<file path="src/rtl/fetch_ctrl.sv">
// ----------------------------------------------------------------------------
// fetch_ctrl
//
// Instruction fetch controller for the Simple CPU v1. It reads one
// instruction word from instruction memory at the current PC using a
// req/ack handshake. The word is held in the instruction register (ir) until
// the decoder accepts it through a valid/ready handshake. On that handshake
// the controller pulses the PC load enable for one cycle, with the next
// address set to either PC+1 or the branch target supplied by execute.
// A memory that never acknowledges drives the controller into a terminal
// error state, and a sticky error flag is raised. Only clr leaves that state.
//
// Ports
//   clk        in   1   clock, all state updates on the rising edge
//   clr        in   1   asynchronous active-low reset
//   pc_adrs    in   8   current program counter value
//   nxt_adrs   out  8   next PC value (PC+1, or br_target on a taken branch)
//   en_pc      out  1   PC load enable, one-cycle pulse on the ir handshake
//   mem_req    out  1   instruction memory read request
//   mem_adrs   out  8   read address, always equal to pc_adrs
//   mem_ack    in   1   read complete; mem_rdata valid this cycle
//   mem_rdata  in   DW  instruction read data
//   ir         out  DW  registered fetched instruction
//   ir_valid   out  1   ir holds an instruction not yet consumed
//   ir_ready   in   1   decoder accepts ir
//   br_taken   in   1   consumed instruction redirects fetch
//   br_target  in   8   branch target, used with br_taken
//   fetch_err  out  1   sticky memory-timeout flag
// ----------------------------------------------------------------------------
module fetch_ctrl #(
    parameter int DW      = 8,
    parameter int TIMEOUT = 15
) (
    input  logic          clk,
    input  logic          clr,
    input  logic [7:0]    pc_adrs,
    output logic [7:0]    nxt_adrs,
    output logic          en_pc,
    output logic          mem_req,
    output logic [7:0]    mem_adrs,
    input  logic          mem_ack,
    input  logic [DW-1:0] mem_rdata,
    output logic [DW-1:0] ir,
    output logic          ir_valid,
    input  logic          ir_ready,
    input  logic          br_taken,
    input  logic [7:0]    br_target,
    output logic          fetch_err
);

    typedef enum logic [1:0] {
        S_START = 2'd0,
        S_FETCH = 2'd1,
        S_VALID = 2'd2,
        S_ERR   = 2'd3
    } state_t;

    // The wait counter holds the number of FETCH cycles that have already
    // passed without an ack. A timeout fires when the counter already shows
    // TIMEOUT-1 and the current cycle also has no ack. That cycle is then
    // FETCH cycle number TIMEOUT.
    localparam logic [7:0] TMO_LAST = 8'(TIMEOUT - 1);

    state_t          state_q, state_d;
    logic [DW-1:0]   ir_q, ir_d;
    logic            ir_valid_q, ir_valid_d;
    logic            fetch_err_q, fetch_err_d;
    logic [7:0]      tmo_cnt_q, tmo_cnt_d;
    logic            handshake_s;
    logic [7:0]      pc_inc_s;

    // PC+1 wraps modulo 256. From address 8'hFF it goes to 8'h00.
    assign pc_inc_s    = pc_adrs + 8'd1;
    assign handshake_s = ir_valid_q & ir_ready;

    // The memory is always addressed by the live PC. The PC only loads on
    // en_pc, so pc_adrs stays stable for the whole of a FETCH.
    assign mem_adrs  = pc_adrs;
    assign ir        = ir_q;
    assign ir_valid  = ir_valid_q;
    assign fetch_err = fetch_err_q;

    // State and datapath registers with asynchronous active-low reset.
    always_ff @(posedge clk or negedge clr) begin
        if (!clr) begin
            state_q     <= S_START;
            ir_q        <= '0;
            ir_valid_q  <= 1'b0;
            fetch_err_q <= 1'b0;
            tmo_cnt_q   <= 8'd0;
        end else begin
            state_q     <= state_d;
            ir_q        <= ir_d;
            ir_valid_q  <= ir_valid_d;
            fetch_err_q <= fetch_err_d;
            tmo_cnt_q   <= tmo_cnt_d;
        end
    end

    // Next-state logic and the combinational handshake outputs.
    always_comb begin
        state_d     = state_q;
        ir_d        = ir_q;
        ir_valid_d  = ir_valid_q;
        fetch_err_d = fetch_err_q;
        tmo_cnt_d   = tmo_cnt_q;
        mem_req     = 1'b0;
        en_pc       = 1'b0;
        nxt_adrs    = pc_inc_s;

        case (state_q)
            S_START: begin
                // Idle cycle after reset release, then fetch from the reset PC.
                tmo_cnt_d = 8'd0;
                state_d   = S_FETCH;
            end

            S_FETCH: begin
                mem_req = 1'b1;
                if (mem_ack) begin
                    // An ack takes priority over a timeout in the same cycle.
                    ir_d       = mem_rdata;
                    ir_valid_d = 1'b1;
                    tmo_cnt_d  = 8'd0;
                    state_d    = S_VALID;
                end else if (tmo_cnt_q == TMO_LAST) begin
                    fetch_err_d = 1'b1;
                    tmo_cnt_d   = 8'd0;
                    state_d     = S_ERR;
                end else begin
                    tmo_cnt_d = tmo_cnt_q + 8'd1;
                end
            end

            S_VALID: begin
                // The branch inputs only matter on the cycle the decoder
                // takes ir. ir keeps its value after the handshake.
                if (handshake_s) begin
                    en_pc      = 1'b1;
                    ir_valid_d = 1'b0;
                    state_d    = S_FETCH;
                    if (br_taken) begin
                        nxt_adrs = br_target;
                    end else begin
                        nxt_adrs = pc_inc_s;
                    end
                end else begin
                    ir_valid_d = ir_valid_q;
                end
            end

            S_ERR: begin
                // Terminal state: only clr leaves it.
                ir_valid_d = 1'b0;
                state_d    = S_ERR;
            end

            default: begin
                ir_valid_d = 1'b0;
                state_d    = S_START;
            end
        endcase
    end

endmodule

</file>
<file path="config.mk">
export PLATFORM = sky130hd
export DESIGN_NAME = fetch_ctrl
export DESIGN_NICKNAME = d
export VERILOG_FILES = /design/src/rtl/fetch_ctrl.sv
export SDC_FILE = /design/constraint.sdc
export NUM_CORES = 1
export LEC_CHECK = 0
export CAP_MARGIN = 0
export CORE_MARGIN = 2
export CORE_UTILIZATION = 34
export DETAILED_ROUTE_END_ITERATION = 8
export GPL_ROUTABILITY_DRIVEN = 1
export PLACE_DENSITY = 0.69
export SLEW_MARGIN = 20
export SYNTH_ARGS = -nofsm -noshare
export SYNTH_HDL_FRONTEND = slang
export SYNTH_SLANG_ARGS = --single-unit
</file>
<file path="constraint.sdc">
create_clock -name clk -period 2.81 [get_ports clk]
set_clock_uncertainty 0.2 [all_clocks]
set_input_delay 0.562 -clock clk [delete_from_list [all_inputs] [get_ports clk]]
set_output_delay 0.562 -clock clk [all_outputs]
set_load 0.03 [all_outputs]
</file>
=== Word-level counts from Yosys, hierarchy flattened ===
Cells that the tools add are included.

* $add $sub $neg: 2
* Equal/unequal tests: 7
* Mux-type cells: 16
* Bitwise logic cells: 2
* Reductions and logical operators: 7

{| class="wikitable"
|+ Operators with widths
! operator !! number
|-
| $mux 8 || 5
|-
| $add 8x1->8 const B || 2
|-
| $pmux 8 s2 || 1
|-
| $eq 8x4->1 const B || 1
|-
| $pmux 2 s4 || 1
|-
| $mux 2 || 3
|-
| $reduce_and 3->1 || 2
|-
| $mux 1 || 5
|-
| $eq 2x2->1 const B || 2
|-
| $ne 2x2->1 const B || 2
|-
| $reduce_and 2->1 || 2
|-
| $ne 3x3->1 const B || 1
|-
| $pmux 1 s3 || 1
|-
| $reduce_bool 3->1 || 1
|-
| $eq 2x1->1 const B || 1
|-
| $logic_not 2->1 || 1
|-
| $reduce_bool 2->1 || 1
|-
| $and 1x1->1 || 1
|-
| $not 1->1 || 1
|}

* Flip-flop bits (word level): 20
* Bits of input ports: 29
* Logic and storage cells: 39

=== Depth between registers and ports, before layout ===
* Depth after elaboration: 4
* Gate-level depth with buffers: 5
* Depth with buffers taken out: 5

=== Least setup slack after synthesis ===
OpenSTA, ideal clock, no wires.

* Kind: register to output
* Start point: register ir_valid_q, in the netlist ir_valid
* End point: output port nxt_adrs[0]
* Arrival time: 1.873 ns
* Required time: 2.048 ns
* Slack: 0.175 ns
* Cell stages (with the launch flop): 5
* Path buffers: 1
* Path through: dfrtp_1 and4b_1 nand2_1 buf_2 a21oi_1

* Longest elaborated chain between the ends: 3

{| class="wikitable"
|+ RTL lines
! element !! line !! RTL
|-
| start: declaration || 66 || <nowiki>logic ir_valid_q, ir_valid_d;</nowiki>
|-
| start signal: assignment || 94 || <nowiki>ir_valid_q <= ir_valid_d;</nowiki>
|-
| $and 1x1->1 || 74 || <nowiki>assign handshake_s = ir_valid_q & ir_ready;</nowiki>
|-
| $mux 8 || 138 || <nowiki>if (handshake_s) begin</nowiki>
|-
| $mux 8 || 111 || <nowiki>case (state_q)</nowiki>
|-
| end: declaration || 37 || <nowiki>output logic [7:0] nxt_adrs,</nowiki>
|}

No other way between the ends.

=== Worst setup path after layout ===
* Start point: input port ir_ready
* End point: output port en_pc

* Longest elaborated chain between the ends: 3

{| class="wikitable"
|+ RTL lines
! element !! line !! RTL
|-
| start: declaration || 45 || <nowiki>input logic ir_ready,</nowiki>
|-
| $and 1x1->1 || 74 ||
|-
| $mux 1 || 138 ||
|-
| $mux 1 || 111 ||
|-
| end: declaration || 38 || <nowiki>output logic en_pc,</nowiki>
|}

No other way between the ends.

==> impl_results.md <==
- Final setup viols: 0
- Rows: 21
- Gate Count Post-Synth: 118
- Die X: approximately 63 um
- Hold WC Path Type: register to register
- Synth Area in XOR/XNOR: roughly 5.2%
- Max Fclk: 364 MHz
- Type of destination of the critical path: output port
- Peak VDD IR: ~0.00040 V
- Worst path cell trace: clkdlybuf4s50_1 > and4b_1 > clkdlybuf4s50_1
- Seq pwr share: about two fifths
- Least-Margin Pin Slew: 429 ps
- Family with the most delay on the worst path: buffers and inverters
- Diodes inserted: 0
- First-pass GRT wire length: between 4 and 5 mm
- Lkg Pwr: roughly 0.00073 uW
- TritonCTS Buffers: 3
- Final GP Congestion: 0.794
- Hold Buf Count CTS: 0
- Startpoint of the worst hold path: fetch_err
- TritonCTS clock tree: yes
- Post-Synth Simple-Gate Area: ~18%
- Startpoint types: input pin
- Hold Violations, Final: 0
- Synth Area in Adders: between 3 and 4%
- Pint: 637 uW
- Crit path time final: 2740 ps
- Hold slack final: 284 ps
- Clock Pin Slew Worst Setup and Hold Paths: ~100 ps
- CP max FO: 3
- Final Util: 52.2%
- Fraction of layout cells with a size suffix above 1: 16.0%
- Worst path required time: just over 2000 ps
- Commonest non-fill, non-tap cells in the layout: clkdlybuf4s50_1 (48), dfrtp_1 (20), a21oi_1 (14)
- Post-Syn Area: between 1000 and 1500 um2
- Total track usage: 14.7%
- Post-DP HPWL: about 2.3 mm
- Largest net degree at the start of global routing: 21
- Total gr overflow: 0
- Core area: 3340 um2
- PortBufs: 56
- Area growth, synth to finish: 48.3%
- Vias in the first global route: just over 1000
- Pre-CTS setup slack: just over 50 ps
- Syn_nets: 150
- WS Path Type: input pin to output port
- Initial Utilization: 35.2%
- Crit path buf inv count: 2
- Setup ws final: 65.7 ps
- Unrepaired setup endpoints after global routing: false
- Final non-filler cell total: approximately 220
- RR Startpoint: state_q[1]
- Launch point of the worst path: ir_ready
- Layout Nets: between 200 and 250
- Crit path top cell by count: clkdlybuf4s50_1
- Sw Ratio: between 30% and 40%
- Via Count: 1056
- Setup_tns: 0 ps
- Net switching power: around 380 uW
- Die Span Y: 62.8 um
- # H-tree levels: 1
- Post-Route WL: between 2 and 3 mm
- Arrival time at the worst endpoint: 1980 ps
- Seq cells post-synth: 20
- Largest family of logic cells by synthesized area: simple AND/OR/NAND/NOR gates
- Synth warnings: 0
- Clock sinks: 20
- Post-synthesis sequential area ratio: 42.6%
- Critical path's largest stage delay: around 700 ps
- Iteration-0 DRC Markers: 34
- Pwr dens: roughly 580 nW/um2
- Multiplexer share of the synthesized area: 10.3%
- Max Root-Sink Buffers: 2
- Status: finished, final reports clean
- Vias/cell: a little under 5
- Clock share of power: between 10% and 20%
- Dpl cells: ~210
- CP max stage cell: clkdlybuf4s50_1
- Average wire per standard cell: 13.0 um
- Clock Root Buffer: clkbuf_4
- Post-synthesis compound-gate area fraction: between 10 and 15%
- Worst-Skew Late Latency: between 200 and 300 ps
- Pins Over Slew Limit: 0
- Antenna violations before repair: 0
- Synth cell types: 30
- Gate power share: 45.5%
- Post-synthesis area per instance: between 9 and 10 um2
- Slew HR: 71.1%
- DRC violations left: 0
- Drt first pass iters: 5
- Num ports: 57
- Post-route ant nets: 0
- Commonest non-fill, non-tap cell in the layout: clkdlybuf4s50_1
- Final period utilization: between 90% and 100%
- Maxcap violations: 0
- Die area: a little under 4000 um2
==> layout make-up <==
class                   count  area (um2)
fillers                   318        1600
multi-input cells          86         597
repair buffers             58         556
flip-flops and latches     20         500
well taps                  46        57.6
clock buffers               3        22.5
inverters                   2        7.51
==> logic make-up after synthesis <==
group,count (synthesis)
multiplexers,11
adder cells (fa/ha/maj),3
AND/OR/NAND/NOR,39
AO/OA/AOI/OAI,26
XOR/XNOR,7
buffers and inverters,12
flip-flops,20
==> routing by layer <==
metal  track usage [%]  share of wire, %
met5                 0                 0
met4              1.67                 0
met3              5.77                10
met2              27.8                52
met1              15.7                38
==> metrics by stage <==
stage | area, um2 | total power (uW)
2_1_floorplan | 1170 | 675
3_3_place_gp | 1720 | 877
3_5_place_dp | 1720 | 891
4_1_cts | 1740 | 1030
5_1_grt | 1740 | 1070
6_report | 1740 | 1010
==> worst register-to-register path, cell delays in order (launching register included) <==
cell	delay (ps)
dfrtp_1	530
or3b_4	480
a31oi_2	310
a21oi_1	120
a31oi_1	150
==> flip-flops by register name, indices dropped and copies added, names as in the netlist <==
name and count:
ir 8, fetch_err 1, state_q 2, ir_valid 1, tmo_cnt_q 8
==> what timing repair did <==
action | in CTS | in global routing
gates resized for setup | 0 | 1
endpoints found under the setup margin | 0 | 2
setup buffers | 0 | 0
==> cells in the mapped netlist <==
master	number	area share, %
a21oi_1	14	6.0
or3b_4	1	0.96
nand3_1	7	3.0
a31o_4	1	1.5
o21bai_1	1	0.64
nand4_1	1	0.53
dfrtp_1	20	43
a22o_1	1	0.75
nand2_1	6	1.9
and4b_1	1	0.85
xnor2_1	2	1.5
mux2_2	9	8.6
or2_0	2	1.1
a31oi_1	2	1.1
and3_1	4	2.1
nor2_1	10	3.2
nor2b_1	2	1.1
o21ai_0	4	1.7
o2bb2ai_1	1	0.75
xor2_1	5	3.7
buf_2	2	0.85
nand2b_1	2	1.1
and2_1	2	1.1
buf_4	8	5.1
nor4_2	1	1.1
ha_1	3	3.2
a31oi_2	1	1.1
a21boi_0	1	0.64
inv_1	2	0.64
mux2i_1	2	1.7
==> power by group through the flow <==
stage | combinational, uW | clock (uW) | sequential [uW]
finish | 462 | 135 | 418
global route | 492 | 150 | 430
CTS | 469 | 139 | 420
detailed placement | 466 | 0 | 425
global placement | 457 | 0 | 420
floorplan | 143 | 0 | 532
==> path summary, 6_finish.rpt <==
kind	slack, ps	end	cells after the start
setup / recovery	70	en_pc	3
hold / removal	280	fetch_err	1
setup reg to reg	960	tmo_cnt_q[3]	4
hold reg to reg	280	fetch_err	1
max in group asynchronous	1810	ir_valid	2
min in group asynchronous	390	ir[5]	2
(Power assumes the default switching activity.)
